**src/rtl/uart_rx_frame.sv**
```systemverilog
// Purpose     : UART receive framer; oversamples RX_IN, 3-sample majority vote per bit,
//               rebuilds start / DATA_WIDTH data (LSB first) / optional parity / stop frames.
// Latency     : result pulses in cycle N*P + P/2 + 2 after the start edge (N = 9, or 10 with parity).
// Backpressure: none; the serial line cannot be stalled, so every result is a one-cycle pulse.
//
// Ports:
//   clk         receive oversampling clock (rising edge)
//   rst         asynchronous active-low reset
//   RX_IN       serial line, idle high, already synchronous to clk
//   Prescale    oversampling ratio (8, 16 or 32), captured at start detection
//   PAR_EN      parity bit present between data and stop, captured at start detection
//   PAR_TYP     0 = even, 1 = odd parity, captured at start detection
//   P_DATA      last good byte, held until the next good byte
//   Data_Valid  one-cycle pulse when P_DATA updates
//   Par_Err     one-cycle pulse at frame end on parity mismatch
//   Stp_Err     one-cycle pulse at frame end when the stop bit votes 0
//
// Build option: define UART_RX_START_CHECK_EN to reject a start bit that votes 1
// (line glitch) and return to IDLE without any output pulse.

module uart_rx_frame #(
    parameter int DATA_WIDTH = 8
) (
    input  logic                  clk,
    input  logic                  rst,
    input  logic                  RX_IN,
    input  logic [5:0]            Prescale,
    input  logic                  PAR_EN,
    input  logic                  PAR_TYP,
    output logic [DATA_WIDTH-1:0] P_DATA,
    output logic                  Data_Valid,
    output logic                  Par_Err,
    output logic                  Stp_Err
);

    localparam logic [2:0] IDLE   = 3'd0;
    localparam logic [2:0] START  = 3'd1;
    localparam logic [2:0] DATA   = 3'd2;
    localparam logic [2:0] PARITY = 3'd3;
    localparam logic [2:0] STOP   = 3'd4;

    localparam logic [3:0] LAST_BIT = 4'(DATA_WIDTH - 1);

    logic [2:0]            state;
    logic [2:0]            state_d;
    logic [5:0]            edge_cnt;
    logic [3:0]            bit_cnt;
    logic [5:0]            pre_q;
    logic                  par_en_q;
    logic                  par_typ_q;
    logic [1:0]            samp_q;
    logic [DATA_WIDTH-1:0] shift_q;
    logic                  par_bad_q;

    logic [5:0] half;
    logic       at_s0;
    logic       at_s1;
    logic       at_vote;
    logic       at_end;
    logic       vote;
    logic       exp_par;
    logic       start_det;

    // Sample points are taken from the prescale captured for this frame, so a
    // Prescale change on the port mid-frame cannot shift the sampling window.
    assign half    = {1'b0, pre_q[5:1]};
    assign at_s0   = (edge_cnt == half - 6'd1);
    assign at_s1   = (edge_cnt == half);
    assign at_vote = (edge_cnt == half + 6'd1);
    assign at_end  = (edge_cnt == pre_q - 6'd1);

    // Third sample is the live line at P/2+1, so the decision is available
    // in the same cycle and registered at its end.
    assign vote = (samp_q[0] & samp_q[1]) |
                  (samp_q[0] & RX_IN)     |
                  (samp_q[1] & RX_IN);

    // Expected parity bit: XOR of the data for even, inverted for odd.
    assign exp_par = (^shift_q) ^ par_typ_q;

    assign start_det = (state == IDLE) && !RX_IN;

    // ---------------------------------------------------------------- FSM
    always_comb begin
        state_d = state;
        case (state)
            IDLE: begin
                if (!RX_IN) begin
                    state_d = START;
                end
            end
            START: begin
                if (at_end) begin
                    state_d = DATA;
                end
`ifdef UART_RX_START_CHECK_EN
                // A start bit that votes high was only a glitch on the line.
                if (at_vote && vote) begin
                    state_d = IDLE;
                end
`endif
            end
            DATA: begin
                if (at_end && (bit_cnt == LAST_BIT)) begin
                    state_d = par_en_q ? PARITY : STOP;
                end
            end
            PARITY: begin
                if (at_end) begin
                    state_d = STOP;
                end
            end
            STOP: begin
                // Leave at the vote rather than the end of the stop bit so the
                // next start edge is never missed on back-to-back frames.
                if (at_vote) begin
                    state_d = IDLE;
                end
            end
            default: state_d = IDLE;
        endcase
    end

    always_ff @(posedge clk or negedge rst) begin
        if (!rst) begin
            state <= IDLE;
        end else begin
            state <= state_d;
        end
    end

    // ---------------------------------------------------------- edge counter
    // The start-detect cycle is edge 0 of the start bit, hence the load of 1.
    always_ff @(posedge clk or negedge rst) begin
        if (!rst) begin
            edge_cnt <= 6'd0;
        end else if (state == IDLE) begin
            edge_cnt <= RX_IN ? 6'd0 : 6'd1;
        end else if (state_d == IDLE || at_end) begin
            edge_cnt <= 6'd0;
        end else begin
            edge_cnt <= edge_cnt + 6'd1;
        end
    end

    // ----------------------------------------------------------- bit counter
    always_ff @(posedge clk or negedge rst) begin
        if (!rst) begin
            bit_cnt <= 4'd0;
        end else if (state == START && at_end) begin
            bit_cnt <= 4'd0;
        end else if (state == DATA && at_end) begin
            bit_cnt <= (bit_cnt == LAST_BIT) ? 4'd0 : bit_cnt + 4'd1;
        end
    end

    // ------------------------------------------------ per-frame configuration
    always_ff @(posedge clk or negedge rst) begin
        if (!rst) begin
            pre_q     <= 6'd0;
            par_en_q  <= 1'b0;
            par_typ_q <= 1'b0;
        end else if (start_det) begin
            pre_q     <= Prescale;
            par_en_q  <= PAR_EN;
            par_typ_q <= PAR_TYP;
        end
    end

    // ------------------------------------------------------- mid-bit samples
    always_ff @(posedge clk or negedge rst) begin
        if (!rst) begin
            samp_q <= 2'b11;
        end else if (state != IDLE) begin
            if (at_s0) begin
                samp_q[0] <= RX_IN;
            end
            if (at_s1) begin
                samp_q[1] <= RX_IN;
            end
        end
    end

    // ------------------------------------------------ data and parity check
    always_ff @(posedge clk or negedge rst) begin
        if (!rst) begin
            shift_q   <= '0;
            par_bad_q <= 1'b0;
        end else begin
            if (start_det) begin
                par_bad_q <= 1'b0;
            end
            if (state == DATA && at_vote) begin
                shift_q <= {vote, shift_q[DATA_WIDTH-1:1]};
            end
            if (state == PARITY && at_vote) begin
                par_bad_q <= (vote != exp_par);
            end
        end
    end

    // --------------------------------------------------------------- outputs
    // All pulses are registered; P_DATA only moves on a fully good frame.
    always_ff @(posedge clk or negedge rst) begin
        if (!rst) begin
            P_DATA     <= '0;
            Data_Valid <= 1'b0;
            Par_Err    <= 1'b0;
            Stp_Err    <= 1'b0;
        end else begin
            Data_Valid <= 1'b0;
            Par_Err    <= 1'b0;
            Stp_Err    <= 1'b0;
            if (state == STOP && at_vote) begin
                if (vote && !par_bad_q) begin
                    P_DATA     <= shift_q;
                    Data_Valid <= 1'b1;
                end
                Stp_Err <= !vote;
                Par_Err <= par_bad_q;
            end
        end
    end

endmodule

```
**config.mk**
```make
export PLATFORM = sky130hd
export DESIGN_NAME = uart_rx_frame
export DESIGN_NICKNAME = d
export VERILOG_FILES = /design/src/rtl/uart_rx_frame.sv
export SDC_FILE = /design/constraint.sdc
export NUM_CORES = 1
export LEC_CHECK = 0
export BUFFER_PORTS_ARGS = -buffer_cell sky130_fd_sc_hd__buf_2
export CORE_MARGIN = 5
export CORE_UTILIZATION = 53
export CTS_CLUSTER_SIZE = 14
export DETAILED_ROUTE_END_ITERATION = 8
export PLACE_DENSITY = 0.74
export SYNTH_ARGS = -nofsm -noshare
export SYNTH_HDL_FRONTEND = slang
export SYNTH_SLANG_ARGS = --single-unit
```
**constraint.sdc**
```tcl
create_clock -name clk -period 2.3 [get_ports clk]
set_input_delay 0.69 -clock clk [delete_from_list [all_inputs] [get_ports clk]]
set_output_delay 0.69 -clock clk [all_outputs]
set_load 0.05 [all_outputs]
```
==> implementation parameters <==
Parameter                              Value

Synth
  Cell area after technology mapping    2390 um2
  Net Count, Synth    239
  Fraction of registers with async set or reset after synthesis    100%
  Mean instance size in the synthesized netlist    10.8 um2
  Gate count of the mapped netlist    222
  Cell type contributing the most total cell area after synthesis    sky130_fd_sc_hd__dfrtp_1
  Synth Warn #    0
  Biggest area contributors in the synthesized netlist    sky130_fd_sc_hd__dfrtp_1 43%, sky130_fd_sc_hd__mux2_2 11%, sky130_fd_sc_hd__xnor2_1 5.9%
  Yosys top cell area share    43.0%
  Fraction of the yosys area taken by sequential cells    45.2%
  Synth Flop Type    sky130_fd_sc_hd__dfrtp_1
  Distinct cell type count after synthesis    47
  Count of flip-flops with a built-in enable after synthesis    0
  Post-synthesis sequential element count    43

Final layout
  Leading cell type in the layout, fill and taps excluded    sky130_fd_sc_hd__dfrtp_1
  Multi-input combinational cell area    1300 um2
  Post-synthesis to final-layout area growth    21.0%
  Share of the core filled with cells    66.4%
  Layout cells sized above 1    36.1%
  Sequential cell area in the final layout    1080 um2
  Fill count    339
  Commonest non-fill, non-tap cells in the layout    40 x sky130_fd_sc_hd__dfrtp_1, 22 x sky130_fd_sc_hd__mux2_2, 21 x sky130_fd_sc_hd__buf_2, 20 x sky130_fd_sc_hd__buf_4, 19 x sky130_fd_sc_hd__nor2_1
  Antenna Cells    0
  NumNets Final    279

Setup path
  Data required time of the critical path    2.48 ns
  Family with the most delay on the worst path    simple AND/OR/NAND/NOR gates
  Crit Path Class    reg -> reg
  Critical Path Fanout Max    8
  Crit path largest cell delay    0.42 ns
  Cell-by-cell listing of the critical path    ha_1 > xor2_1 > nor3b_1 > a31o_2 > nand3_4 > nor4b_4 > buf_6 > mux2_2
  Worst Path Arrival    2.40 ns
  Buffering stage count on the worst path with inverters included    1
  Critical Path Sink Type    flop
  Cell at the slowest stage of the critical path    sky130_fd_sc_hd__dfrtp_1
  Startpoint type of the worst setup path    flop

Clock tree
  Clock latency reported for the late side of the worst-skew pair    0.31 ns
  Number of H-tree levels    2
  Count of hold-fix buffers inserted at cts    0
  Maximum number of buffers from clock root to sink    2
  TritonCTS Sinks    43
  Number of CTS-inserted buffers    5
  Root buffer cell    sky130_fd_sc_hd__clkbuf_8
  TritonCTS clock tree    yes
  Clock-pin slew on the worst setup and hold paths    0.08 ns

Run status
  Result of the run    finished clean

Global routing
  Total grt overflow    0
  Antenna violations before repair    0
  Largest net degree at the start of global routing    44
  Number of global-route vias before repair    1791
  Global-route wire length before repair    8460 um
  Overall track demand over capacity in global routing    17.5%

STA
  Final setup skew    0.0130 ns
  Total negative slack for setup checks    0 ns
  Tightest hold margin    0.449 ns
  Hold Vio Cnt, Final    0
  Final Critical Period    2.22 ns
  Slew at the pin closest to its max-slew limit    0.543 ns
  Setup repair after global routing missed its margin    true
  Slew headroom    63.8%
  # setup viols final    0
  Maximum frequency from static timing analysis    451 MHz
  Share of the clock period used by the worst path    96.4%
  Final setup slack of the worst path    0.0834 ns
  Count of final max-slew check failures    0

Detailed routing
  Number of vias in the routed layout    1742
  DRC violation count after routing    0
  Via density per instance    5.53
  Drt first pass iters    5
  Antenna-violating nets left    0
  Drt total wl    4970 um
  1st-iter DRT viols    78
  Detailed-route wire length per cell    15.8 um

Place
  Placement Setup Slack    -0.0136 ns
  Final HPWL DP    3520 um
  Number of buffers inserted by port buffering    21
  GPL Wtd Cong    0.836

Pwr
  VDD IR max    0.745 mV
  Leakage power of the design    0.00134 uW
  Pwr Density    1260 nW/um2

Floorplanning
  Initial core utilization    54.9%
  Area of the die    5950 um2
  Boundary Pins    22
  Chip height    77.1 um
  Cell Rows    24
  Chip width    77.1 um
  Core ar.    4350 um2

Job
  Max Cap Viol    0

Hold path
  Min-Delay Path Class    in -> async
[path summary, 6_finish.rpt]
kind,startpoint,to,slack [ns],cells past startpoint
setup / recovery,pre_q[2]$_DFFE_PN0P_,P_DATA[6]$_DFFE_PN0P_,0.08,8
hold / removal,rst,bit_cnt[1]$_DFFE_PN0P_,0.45,2
setup reg to reg,pre_q[2]$_DFFE_PN0P_,P_DATA[6]$_DFFE_PN0P_,0.08,8
hold reg to reg,P_DATA[3]$_DFFE_PN0P_,P_DATA[3]$_DFFE_PN0P_,0.51,1
max in group asynchronous,rst,pre_q[0]$_DFFE_PN0P_,1.44,2
min in group clk,P_DATA[3]$_DFFE_PN0P_,P_DATA[3]$_DFFE_PN0P_,0.51,1
[cell usage after synthesis, drive strengths merged, types with 2 or more instances]
library cell and instances:
a31oi 2, o31ai 3, nand2b 2, o21ai 5
nor3 6, nor2b 3, ha 6, dfstp 2
nand4 3, a32o 3, buf 4, xnor2 17
nor2 19, inv 7, mux2 23, xor2 17
and3 2, nand3b 2, nor4 4, o21bai 3
nand2 14, dfrtp 41, nand3 9, clkbuf 7
[routing by layer]
layer  track usage, %  vias up  share of wire, %
met2             27.4       38                49
met5                0        -                 0
met3             5.50        5               3.4
met1             23.9      847                47
met4             3.61        0              0.99
li1                 -      852                 -
[sequential cells by signal, summed over array words and instances (netlist names)]
signal,flops
pre_q,6
shift_q,8
P_DATA,8
par_en_q,1
bit_cnt,4
Par_Err,1
par_typ_q,1
edge_cnt,6
state,3
samp_q,2
par_bad_q,1
Stp_Err,1
Data_Valid,1
[where the power goes]
part | switching [uW] | internal, uW | total (uW) | leakage (uW)
sequential | 228 | 943 | 1170 | 0.000555
clock | 269 | 323 | 593 | 0.0000581
combinational | 911 | 965 | 1880 | 0.000727
total | 1410 | 2230 | 3640 | 0.00134
[cells by family (layout without fill, tap and decap cells)]
kind of cell	Yosys count	count (layout)	share of synthesized area, %
DFF	43	43	45.2
muxes	24	24	11.3
and+or+nand+nor	70	70	15.8
xor gates and xnor gates	34	34	13.1
AOI/OAI and AO/OA	26	26	8.01
adders and majority gates	7	7	3.56
buffers and inverters	18	59	3.09
[what timing repair did]
item,CTS,global route
setup buffers,1,7
gates resized for setup,0,17
pin swaps,1,3
setup endpoints to repair,4,19
[cell type report]
class,instances,area share [%]
timing repair buffer,44,10.5
tap,52,2.25
sequential,43,37.4
clock inverter,3,1.52
multi-input combinational,161,45.1
inverter,7,0.909
clock buffer,5,2.38
[metrics by stage]
| step | cell area, um2 | power (uW) | std cells |
|---|---|---|---|
| after floorplan | 2410 | 2400 | 222 |
| after global placement | 2660 | 2780 | 300 |
| after detailed placement | 2660 | 2830 | 300 |
| after CTS | 2780 | 3450 | 309 |
| after global routing | 2890 | 3910 | 315 |
| final | 2890 | 3640 | 315 |
No activity file was read; power rests on OpenSTA's default activity.
